<file path="src/rtl/text_console_if.sv">
// Character-in / text-RAM-write-out signal bundle for text_console_writer.
// master: the character source and RAM-side observer; slave: the writer block.
`timescale 1ns/1ps
interface text_console_if;
    logic [7:0]  in_data;
    logic        in_valid;
    logic        in_ready;
    logic [8:0]  write_address;
    logic [31:0] write_data;
    logic        write_en;

    modport master (
        output in_data, in_valid,
        input  in_ready, write_address, write_data, write_en
    );

    modport slave (
        input  in_data, in_valid,
        output in_ready, write_address, write_data, write_en
    );
endinterface

</file>
<file path="src/rtl/text_console_writer.sv">
// text_console_writer: turns a byte stream into packed 4-char word writes for
// the 80x25 text RAM, tracking a cursor and clearing rows as they are entered.
// Optional build macro TEXT_CONSOLE_CLEAR_ON_RESET_EN: when defined, reset
// enters a full-screen clear instead of going straight to IDLE.
`timescale 1ns/1ps
module text_console_writer #(
    parameter int         COLS  = 80,
    parameter int         ROWS  = 25,
    parameter logic [7:0] BLANK = 8'h20
) (
    input  logic              clk,
    input  logic              reset,
    text_console_if.slave     bus,
    output logic [4:0]        cursor_row,
    output logic [6:0]        cursor_col,
    output logic              busy
);

    typedef enum logic [1:0] {IDLE, CLEAR_ROW, CLEAR_SCREEN} state_t;

    localparam logic [8:0]  ROW_WORDS    = 9'(COLS / 4);
    localparam logic [8:0]  SCREEN_WORDS = 9'((COLS / 4) * ROWS);
    localparam logic [4:0]  LAST_ROW     = 5'(ROWS - 1);
    localparam logic [6:0]  LAST_COL     = 7'(COLS - 1);
    localparam logic [31:0] BLANK_WORD   = {4{BLANK}};

`ifdef TEXT_CONSOLE_CLEAR_ON_RESET_EN
    localparam state_t RESET_STATE = CLEAR_SCREEN;
`else
    localparam state_t RESET_STATE = IDLE;
`endif

    state_t      state, state_d;
    logic [8:0]  clr_cnt, clr_cnt_d;       // index of the next clear write to issue
    logic [4:0]  target_row, target_row_d; // row being cleared / entered
    logic [31:0] cur_word, cur_word_d;     // last word written on the cursor's row
    logic [4:0]  row_d;
    logic [6:0]  col_d;
    logic        we_d, in_ready_d, busy_d;
    logic [8:0]  wa_d;
    logic [31:0] wd_d;

    logic [31:0] merged;
    logic [4:0]  next_row;
    logic [8:0]  char_addr;
    logic        accept;

    // Next-state, cursor and write-port values; every register's next value is decided here.
    always_comb begin
        // NOTE: every variable gets a default before any branch, so no path can leave one unassigned and infer a latch.
        state_d      = state;
        clr_cnt_d    = clr_cnt;
        target_row_d = target_row;
        cur_word_d   = cur_word;
        row_d        = cursor_row;
        col_d        = cursor_col;
        we_d         = 1'b0;
        wa_d         = bus.write_address;
        wd_d         = bus.write_data;

        accept    = bus.in_valid && bus.in_ready;
        next_row  = (cursor_row == LAST_ROW) ? 5'd0 : cursor_row + 5'd1;
        char_addr = 9'(cursor_row) * ROW_WORDS + 9'(cursor_col[6:2]);

        // Lane 0 starts a fresh word; later lanes build on what was just written,
        // which is valid because the row was blanked before the cursor entered it.
        merged = (cursor_col[1:0] == 2'd0) ? BLANK_WORD : cur_word;
        merged[{cursor_col[1:0], 3'b000} +: 8] = bus.in_data;

        case (state)
            IDLE: begin
                if (accept) begin
                    if (bus.in_data >= 8'h20 && bus.in_data <= 8'h7E) begin
                        cur_word_d = merged;
                        we_d       = 1'b1;
                        wa_d       = char_addr;
                        wd_d       = merged;
                        if (cursor_col == LAST_COL) begin
                            // Auto-wrap: the char write goes out first, the clear follows.
                            state_d      = CLEAR_ROW;
                            target_row_d = next_row;
                            clr_cnt_d    = 9'd0;
                        end else begin
                            col_d = cursor_col + 7'd1;
                        end
                    end else if (bus.in_data == 8'h0A) begin
                        // First clear write is issued straight from IDLE.
                        state_d      = CLEAR_ROW;
                        target_row_d = next_row;
                        we_d         = 1'b1;
                        wa_d         = 9'(next_row) * ROW_WORDS;
                        wd_d         = BLANK_WORD;
                        clr_cnt_d    = 9'd1;
                    end else if (bus.in_data == 8'h0C) begin
                        state_d   = CLEAR_SCREEN;
                        we_d      = 1'b1;
                        wa_d      = 9'd0;
                        wd_d      = BLANK_WORD;
                        clr_cnt_d = 9'd1;
                    end
                end
            end
            CLEAR_ROW: begin
                if (clr_cnt == ROW_WORDS) begin
                    state_d    = IDLE;
                    row_d      = target_row;
                    col_d      = 7'd0;
                    cur_word_d = BLANK_WORD;
                end else begin
                    we_d      = 1'b1;
                    wa_d      = 9'(target_row) * ROW_WORDS + clr_cnt;
                    wd_d      = BLANK_WORD;
                    clr_cnt_d = clr_cnt + 9'd1;
                end
            end
            CLEAR_SCREEN: begin
                if (clr_cnt == SCREEN_WORDS) begin
                    state_d    = IDLE;
                    row_d      = 5'd0;
                    col_d      = 7'd0;
                    cur_word_d = BLANK_WORD;
                end else begin
                    we_d      = 1'b1;
                    wa_d      = clr_cnt;
                    wd_d      = BLANK_WORD;
                    clr_cnt_d = clr_cnt + 9'd1;
                end
            end
            default: state_d = IDLE;
        endcase

        in_ready_d = (state_d == IDLE);
        busy_d     = (state_d != IDLE);
    end

    // State register plus all registered outputs; synchronous reset aborts any clear.
    always_ff @(posedge clk) begin
        // NOTE: non-blocking assignments so every register samples the pre-edge values.
        if (reset) begin
            state             <= RESET_STATE;
            clr_cnt           <= 9'd0;
            target_row        <= 5'd0;
            cur_word          <= BLANK_WORD;
            cursor_row        <= 5'd0;
            cursor_col        <= 7'd0;
            bus.write_en      <= 1'b0;
            bus.write_address <= 9'd0;
            bus.write_data    <= 32'd0;
            bus.in_ready      <= 1'b0;
            busy              <= (RESET_STATE != IDLE);
        end else begin
            state             <= state_d;
            clr_cnt           <= clr_cnt_d;
            target_row        <= target_row_d;
            cur_word          <= cur_word_d;
            cursor_row        <= row_d;
            cursor_col        <= col_d;
            bus.write_en      <= we_d;
            bus.write_address <= wa_d;
            bus.write_data    <= wd_d;
            bus.in_ready      <= in_ready_d;
            busy              <= busy_d;
        end
    end

endmodule
</file>
<file path="src/flat_wrapper.sv">
// flat-port wrapper written by rule: the top's interface ports become plain ports
module text_console_writer_flat 
#(
    parameter int         COLS  = 80,
    parameter int         ROWS  = 25,
    parameter logic [7:0] BLANK = 8'h20
)
  (clk, reset, cursor_row, cursor_col, busy, bus_in_data, bus_in_valid, bus_in_ready, bus_write_address, bus_write_data, bus_write_en);
  text_console_if bus_i ();
  input  logic clk;
  input  logic reset;
  output logic [4:0] cursor_row;
  output logic [6:0] cursor_col;
  output logic busy;
  input wire logic [$bits(bus_i.in_data)-1:0] bus_in_data;
  input wire logic [$bits(bus_i.in_valid)-1:0] bus_in_valid;
  output wire logic [$bits(bus_i.in_ready)-1:0] bus_in_ready;
  output wire logic [$bits(bus_i.write_address)-1:0] bus_write_address;
  output wire logic [$bits(bus_i.write_data)-1:0] bus_write_data;
  output wire logic [$bits(bus_i.write_en)-1:0] bus_write_en;
  assign bus_i.in_data = bus_in_data;
  assign bus_i.in_valid = bus_in_valid;
  assign bus_in_ready = bus_i.in_ready;
  assign bus_write_address = bus_i.write_address;
  assign bus_write_data = bus_i.write_data;
  assign bus_write_en = bus_i.write_en;
  text_console_writer #(.COLS(COLS), .ROWS(ROWS), .BLANK(BLANK)) u_core (.clk(clk), .reset(reset), .bus(bus_i), .cursor_row(cursor_row), .cursor_col(cursor_col), .busy(busy));
endmodule
</file>
<file path="config.mk">
export PLATFORM = sky130hd
export DESIGN_NAME = text_console_writer_flat
export DESIGN_NICKNAME = d
export VERILOG_FILES = /design/src/rtl/text_console_if.sv /design/src/rtl/text_console_writer.sv /design/src/flat_wrapper.sv
export SDC_FILE = /design/constraint.sdc
export NUM_CORES = 1
export LEC_CHECK = 0
export ABC_CLOCK_PERIOD_IN_PS = 4100
export BUFFER_PORTS_ARGS = -buffer_cell sky130_fd_sc_hd__buf_2
export CORE_ASPECT_RATIO = 0.9
export CORE_MARGIN = 3
export CORE_UTILIZATION = 55
export CTS_BUF_LIST = sky130_fd_sc_hd__clkbuf_4 sky130_fd_sc_hd__clkbuf_8
export CTS_CLUSTER_DIAMETER = 80
export DETAILED_ROUTE_END_ITERATION = 8
export GPL_ROUTABILITY_DRIVEN = 1
export HOLD_SLACK_MARGIN = 0.05
export PLACE_DENSITY = 0.82
export REMOVE_ABC_BUFFERS = 1
export SYNTH_ARGS = -nofsm -noshare
export SYNTH_HDL_FRONTEND = slang
export SYNTH_SLANG_ARGS = --single-unit
</file>
<file path="constraint.sdc">
create_clock -name clk -period 4.1 [get_ports clk]
set_input_delay 0.41 -clock clk [delete_from_list [all_inputs] [get_ports clk]]
set_output_delay 0.41 -clock clk [all_outputs]
set_load 0.02 [all_outputs]
</file>
==> results of run 1 <==
## flip-flops by register name, indices dropped and copies added, names as in the netlist
| register | count |
|---|---|
| u_core.cursor_row | 5 |
| u_core.state | 2 |
| u_core.target_row | 5 |
| u_core.bus.write_data | 32 |
| u_core.cursor_col | 7 |
| u_core.bus.write_en | 1 |
| u_core.clr_cnt | 9 |
| u_core.bus.write_address | 9 |
| u_core.bus.in_ready | 1 |
| u_core.cur_word | 32 |
| u_core.busy | 1 |
## stage by stage
| step | cell area, um2 | total power [mW] |
|---|---|---|
| floorplan | 5710 | 1.14 |
| detailed placement | 6280 | 1.21 |
| global placement | 6280 | 1.20 |
| finish | 6470 | 1.83 |
| global route | 6470 | 1.89 |
| CTS | 6470 | 1.83 |
## cells in the final DEF (no fill, tap or decap), drive strengths merged, types with 15 or more instances in the layout
master / n
nand2: 73
inv: 20
nor2: 85
a21oi: 104
nand3: 16
mux2i: 17
o21ai: 21
dfxtp: 104
buf: 74
xnor2: 15
a22oi: 28
ha: 41
## cell type report
cell class	instances	area, um2	area share, %
clock buffers	11	151	2.34
clock inverters	5	38.8	0.599
inverters	19	71.3	1.10
multi-input cells	548	3560	55.1
flip-flops and latches	104	2080	32.2
well taps	129	161	2.49
repair buffers	74	403	6.23
## synthesized netlist by cell type, drive strengths merged (5+ instances only)
library cell  instances
a211o                 7
a31oi                10
nand3b                5
a21o                  6
buf                   7
ha                   41
nor2                 85
dfxtp               104
mux2i                17
nor3                  5
or3                   9
xor2                  7
a221oi               13
o21ai                21
a22oi                28
inv                  18
nor2b                 9
a211oi                8
nand2b                6
nand2                73
and3                  8
nand4b                8
a21oi               104
nand3                16
clkbuf               40
fa                    5
xnor2                15
## how the worst min path moves through the flow
stage,start,endpoint,slack [ns],cells past startpoint
after global placement,u_core.bus.write_address[4],u_core.bus.write_address[4],0.44,2
final,u_core.bus.write_address[4],u_core.bus.write_address[4],0.45,2
after CTS,u_core.bus.write_address[4],u_core.bus.write_address[4],0.46,2
after global routing,u_core.bus.write_address[4],u_core.bus.write_address[4],0.47,2
after detailed placement,u_core.bus.write_address[4],u_core.bus.write_address[4],0.44,2
after floorplan,u_core.cur_word[29],u_core.cur_word[29],0.43,1
## routing by layer
metal,share of wire (%),GRT usage [%],up-vias
met1,44,36.0,2610
met5,0,0,-
met3,7.8,4.89,32
li1,-,-,2655
met2,47,39.4,234
met4,1.8,8.05,0
## cells by family (layout without fill, tap and decap cells)
| logic type | count (synthesis) | in the layout |
|---|---|---|
| multiplexers | 17 | 17 |
| AND/OR/NAND/NOR | 245 | 245 |
| adder cells (fa/ha/maj) | 46 | 46 |
| buffers and inverters | 66 | 109 |
| XOR/XNOR | 22 | 22 |
| flip-flops | 104 | 104 |
| AO/OA/AOI/OAI | 218 | 218 |
## critical path: cells and delay by family, from the launching register on
family | cells | cell delay (ns)
AOI/OAI and AO/OA | 3 | 0.90
xor gates and xnor gates | 2 | 0.36
adders and majority gates | 4 | 1.21
DFF | 1 | 0.46
and+or+nand+nor | 1 | 0.19
## power groups by stage
stage	clock [mW]	combinational, mW	sequential [mW]
2_1_floorplan	0	0.0819	1.06
3_3_place_gp	0	0.152	1.05
3_5_place_dp	0	0.156	1.05
4_1_cts	0.639	0.157	1.03
5_1_grt	0.687	0.173	1.03
6_report	0.638	0.160	1.03
==> impl_metrics.py, run 1 <==
metrics = {
    "setup_path": {
        "r2r-end": "u_core.bus.write_address[8]",
        "cp.required_ns": 4.40,
        "crit_path_top_delay_cell": "a2111oi_0",
        "worstSetupPathType": "flop to flop",
        "reg2reg_depth": 10,
        "path_cells": "ha_1 -> ha_1 -> fa_1 -> xor2_1 -> ha_1 -> and3_1 -> a2111oi_0 -> xnor2_1 -> a21oi_1 -> o41ai_1",
        "slowest_delay_ns": 0.51,
        "r2r_setup_slack_ns": 0.90,
        "cp-endpoint": "u_core.bus.write_address[8]",
        "end_kind": "flop",
        "cp_data_arrival_time_ns": 3.50,
        "startpoint_type": "flop",
        "crit_path_frequent_cell": "ha_1",
        "path_max_fanout": 5,
        "reg2reg_from": "u_core.target_row[1]",
        "crit_start": "u_core.target_row[1]",
    },
    "job": {
        "cap_violations": 0,
    },
    "power_and_ir_drop": {
        "combPwrFrac_pct": 8.7,
        "p_sw_mw": 0.500,
        "power_density_nw_per_um2": 283,
        "p_leak_nw": 2.66,
        "vdd_drop_max_mv": 0.193,
        "pwr-share-seq_pct": 56.4,
        "p_int_mw": 1.33,
        "pwr-share-clk_pct": 34.9,
        "p_sw_share_pct": 27.4,
    },
    "layout": {
        "drive_gt1_share_pct": 13.8,
        "antenna-diode-count": 0,
        "fin_util_pct": 62.6,
        "stdcell_count": 890,
        "final_net_count": 813,
        "nFillCells": 882,
        "syn2layout_area_growth_pct": 9.62,
    },
    "synth": {
        "ys_ff_latch": 104,
        "seq_area_frac_synth_pct": 35.3,
        "yosys.area.top_type": "dfxtp_1",
        "syn_avg_cell_area_um2": 8.22,
        "synthSimpleGateAreaFrac_pct": 20.2,
        "ys.flop_type": "dfxtp_1",
        "synth_area_um2": 5900,
        "synth-edff-count": 0,
        "synth_top_family_by_area": "compound AO/OA/AOI/OAI gates",
        "synth_cell_types": 63,
        "synthAdderAreaFrac_pct": 10.4,
        "synth-xor-area-share_pct": 3.26,
        "netlist_instances": 718,
        "synth_mux_area_share_pct": 2.88,
        "ys_async_sr_fraction_pct": 0,
        "synth_top_area_share_pct": 35.3,
        "synthTopCellsByArea": "dfxtp_1 35%, a21oi_1 8.8%, ha_1 8.7%, nor2_1 5.4%, nand2_1 4.6%",
        "yosysWarnings": 0,
        "synth-compound-area-share_pct": 23.6,
    },
    "detailed_routing": {
        "routed_wirelength_um": 15500,
        "via_per_inst": 6.21,
        "drt_iter0_drc": 575,
        "firstDrtPassIters": 5,
        "ant_nets": 0,
        "wl_per_cell_um": 17.4,
        "drc": 0,
        "vias": 5531,
    },
    "timing": {
        "fin_crit_ns": 3.20,
        "final-setup-viol-count": 0,
        "finClkSkew_ns": 0.0162,
        "rsz0062_at_grt": "no",
        "hold_ws_ns": 0.455,
        "relSlewSlack_pct": 48.8,
        "fin_crit_sh_pct": 78.1,
        "fin_tns_setup_ns": 0,
        "maxSlewViolCount": 0,
        "tightest_slew_ns": 0.768,
        "fmaxAchievable_ghz": 0.312,
        "finalWorstSetupSlack_ns": 0.897,
        "hold_violations": 0,
    },
    "clock_network": {
        "cts_resized": 0,
        "clockBufferDepth": 2,
        "clkTransAtPathRegs_ns": 0.11,
        "numCtsBuffers": 9,
        "htree_levels": 3,
        "clkLatencyLatePin_ns": 0.39,
        "cts_hold_buffers": 0,
        "cts.sinks": 104,
        "cts_setup_buffers": 0,
        "cts_tree": "yes",
        "clock-root-buffer": "clkbuf_8",
    },
    "min_path": {
        "worstHoldPathType": "flop to flop",
    },
    "global_routing": {
        "grt_pass1_vias": 5110,
        "antenna_found_initial": 0,
        "gr-total-overflow": 0,
        "grt_max_degree": 63,
        "grt_pass1_wl_um": 25200,
        "grt_use_total_pct": 25.5,
    },
    "floorplan": {
        "rows": 35,
        "die_area_um2": 12000,
        "fp.coreArea_um2": 10300,
        "die_w_um": 115,
        "fp.dieH_um": 104,
        "io_pins": 67,
        "initial_core_util_pct": 57.1,
    },
    "place": {
        "io_buffers": 66,
        "dpl.cell_count": 874,
        "gp_congestion": 0.886,
        "dp_hpwl_um": 11000,
        "dp_slack_ns": 0.918,
    },
    "run_status": {
        "outcome": "completed",
    },
}
Note: power is estimated with default switching activity, not from simulation.
==> run 2: changes to the inputs <==
--- a/config.mk
+++ b/config.mk
@@ -5,7 +5,7 @@
 export SDC_FILE = /design/constraint.sdc
 export NUM_CORES = 1
 export LEC_CHECK = 0
-export ABC_CLOCK_PERIOD_IN_PS = 4100
+export ABC_CLOCK_PERIOD_IN_PS = 2670
 export BUFFER_PORTS_ARGS = -buffer_cell sky130_fd_sc_hd__buf_2
 export CORE_ASPECT_RATIO = 0.9
 export CORE_MARGIN = 3
@@ -15,7 +15,7 @@
 export DETAILED_ROUTE_END_ITERATION = 8
 export GPL_ROUTABILITY_DRIVEN = 1
 export HOLD_SLACK_MARGIN = 0.05
-export PLACE_DENSITY = 0.82
+export PLACE_DENSITY = 0.85
 export REMOVE_ABC_BUFFERS = 1
 export SYNTH_ARGS = -nofsm -noshare
 export SYNTH_HDL_FRONTEND = slang
==> constraint.sdc (replaced) <==
create_clock -name clk -period 2.67 [get_ports clk]
set_input_delay 0.267 -clock clk [delete_from_list [all_inputs] [get_ports clk]]
set_output_delay 0.267 -clock clk [all_outputs]
set_load 0.02 [all_outputs]
==> impl_metrics.py, run 2 (synthesis gave the netlist of run 1 again) <==
metrics = {
    "layout": {
        "final_net_count": 858,
        "finalInstanceArea_um2": 7040,
        "reg.largest.list": "u_core.bus.write_data (32), u_core.cur_word (32)",
        "fin_util_pct": 68.1,
        "final_cell_mix": "103 x a21oi_1, 97 x dfxtp_1, 82 x nor2_1",
        "syn2layout_area_growth_pct": 19.2,
        "drive_gt1_share_pct": 22.7,
        "antenna-diode-count": 0,
        "final_common_cell": "a21oi_1",
    },
    "timing": {
        "hold_violations": 0,
        "tightest_slew_ns": 0.741,
        "fin_crit_sh_pct": 104,
        "relSlewSlack_pct": 49.3,
        "maxSlewViolCount": 0,
        "hold_ws_ns": 0.356,
        "rsz0062_at_grt": "yes",
        "final-setup-viol-count": 2,
        "fmaxAchievable_ghz": 0.360,
        "finalWorstSetupSlack_ns": -0.110,
        "fin_crit_ns": 2.78,
        "finClkSkew_ns": 0.0126,
        "fin_tns_setup_ns": -0.115,
    },
    "place": {
        "gp_congestion": 0.926,
        "place_area_um2": 6590,
        "io_buffers": 66,
        "dp_hpwl_um": 11800,
    },
    "setup_path": {
        "cp.required_ns": 2.96,
        "reg2reg_from": "u_core.target_row[2]",
        "reg2reg_depth": 11,
        "r2r-end": "u_core.bus.write_address[8]",
        "cp_data_arrival_time_ns": 3.07,
        "startpoint_type": "flop",
        "path_max_fanout": 3,
        "end_kind": "flop",
        "worstSetupPathType": "flop to flop",
        "r2r_setup_slack_ns": -0.11,
    },
    "floorplan": {
        "fp.coreArea_um2": 10300,
        "fp.dieH_um": 104,
        "die_area_um2": 12000,
        "die_w_um": 115,
        "initial_core_util_pct": 57.1,
        "rows": 35,
        "io_pins": 67,
    },
    "clock_network": {
        "clock-root-buffer": "clkbuf_8",
        "cts.sinks": 104,
        "clkLatencyLatePin_ns": 0.38,
        "cts_hold_buffers": 0,
        "cts_tree": "yes",
        "htree_levels": 3,
        "clockBufferDepth": 2,
        "clkTransAtPathRegs_ns": 0.09,
        "numCtsBuffers": 9,
    },
    "detailed_routing": {
        "wl_per_cell_um": 18.2,
        "drt_iter0_drc": 777,
        "firstDrtPassIters": 8,
        "routed_wirelength_um": 17100,
        "drc": 0,
        "ant_nets": 0,
        "vias": 5957,
        "via_per_inst": 6.37,
    },
    "min_path": {
        "min_from": "bus_in_data[3]",
        "hold_depth": 5,
        "worstHoldPathType": "input port to flop",
        "min_to": "u_core.cur_word[3]",
    },
    "run_status": {
        "violations": "setup timing",
        "outcome": "complete, but fails checks",
    },
    "power_and_ir_drop": {
        "p_leak_nw": 2.92,
        "power_density_nw_per_um2": 410,
        "vdd_drop_max_mv": 0.338,
        "total_power_mw": 2.89,
    },
    "global_routing": {
        "antenna_found_initial": 0,
        "gr-total-overflow": 0,
        "grt_pass1_wl_um": 27100,
        "grt_max_degree": 57,
        "grt_use_total_pct": 27.3,
        "grt_pass1_vias": 5662,
    },
    "job": {
        "cap_violations": 0,
    },
}
## run 2: layout make-up
cell class | count | area [um2]
Multi-Input combinational cell | 548 | 3750
Clock inverter | 5 | 61.3
Fill cell | 793 | 3300
Inverter | 19 | 71.3
Timing Repair Buffer | 119 | 757
Tap cell | 129 | 161
Clock buffer | 11 | 145
Sequential cell | 104 | 2090
## run 2: what timing repair did
item / 4_1_cts / 5_1_grt
pin swaps: 10 / 14
resized for setup: 12 / 31
setup buffers: 0 / 5
cloned: 0 / 0
setup endpoints to repair: 3 / 8
## run 2: per-stage QoR
stage	cells	setup WS (ns)
2_1_floorplan	671	-0.228
3_3_place_gp	914	-0.265
3_5_place_dp	914	-0.413
4_1_cts	930	-0.196
5_1_grt	935	-0.238
6_report	935	-0.110
## run 2: critical path, cell delays in order, from the launching register on
cell and delay, ns:
dfxtp_2 0.36, ha_1 0.21, ha_4 0.17, fa_2 0.34, xor2_1 0.16, ha_1 0.32, and3_4 0.17, a2111oi_4 0.32
buf_4 0.17, xnor2_2 0.11, a21oi_2 0.07, o41ai_2 0.27
## run 2: worst max-delay path by stage
| stage | startpoint | slack (ns) | cells after the start | end |
|---|---|---|---|---|
| 6_report | u_core.target_row[2] | -0.11 | 11 | u_core.bus.write_address[8] |
| 5_1_grt | u_core.target_row[3] | -0.24 | 11 | u_core.bus.write_address[8] |
| 4_1_cts | u_core.target_row[3] | -0.20 | 12 | u_core.bus.write_address[8] |
| 3_5_place_dp | u_core.target_row[1] | -0.41 | 11 | u_core.bus.write_address[8] |
| 3_3_place_gp | u_core.target_row[1] | -0.27 | 11 | u_core.bus.write_address[8] |
| 2_1_floorplan | u_core.target_row[1] | -0.23 | 10 | u_core.bus.write_address[8] |
## run 2: metal layers
metal  share of wire [%]  vias to the layer above  global-route usage [%]
li1                    -                     2743                       -
met1                  41                     2840                    35.7
met2                  48                      321                    44.3
met3                 8.8                       53                    6.28
met4                 2.3                        0                    9.22
met5                   0                        -                       0
## run 2: power by group
group          internal (mW)  switching (mW)  leakage (nW)
Combinational         0.0885           0.184          1.96
Sequential              1.57         0.00982         0.844
Clock                  0.477           0.560         0.108
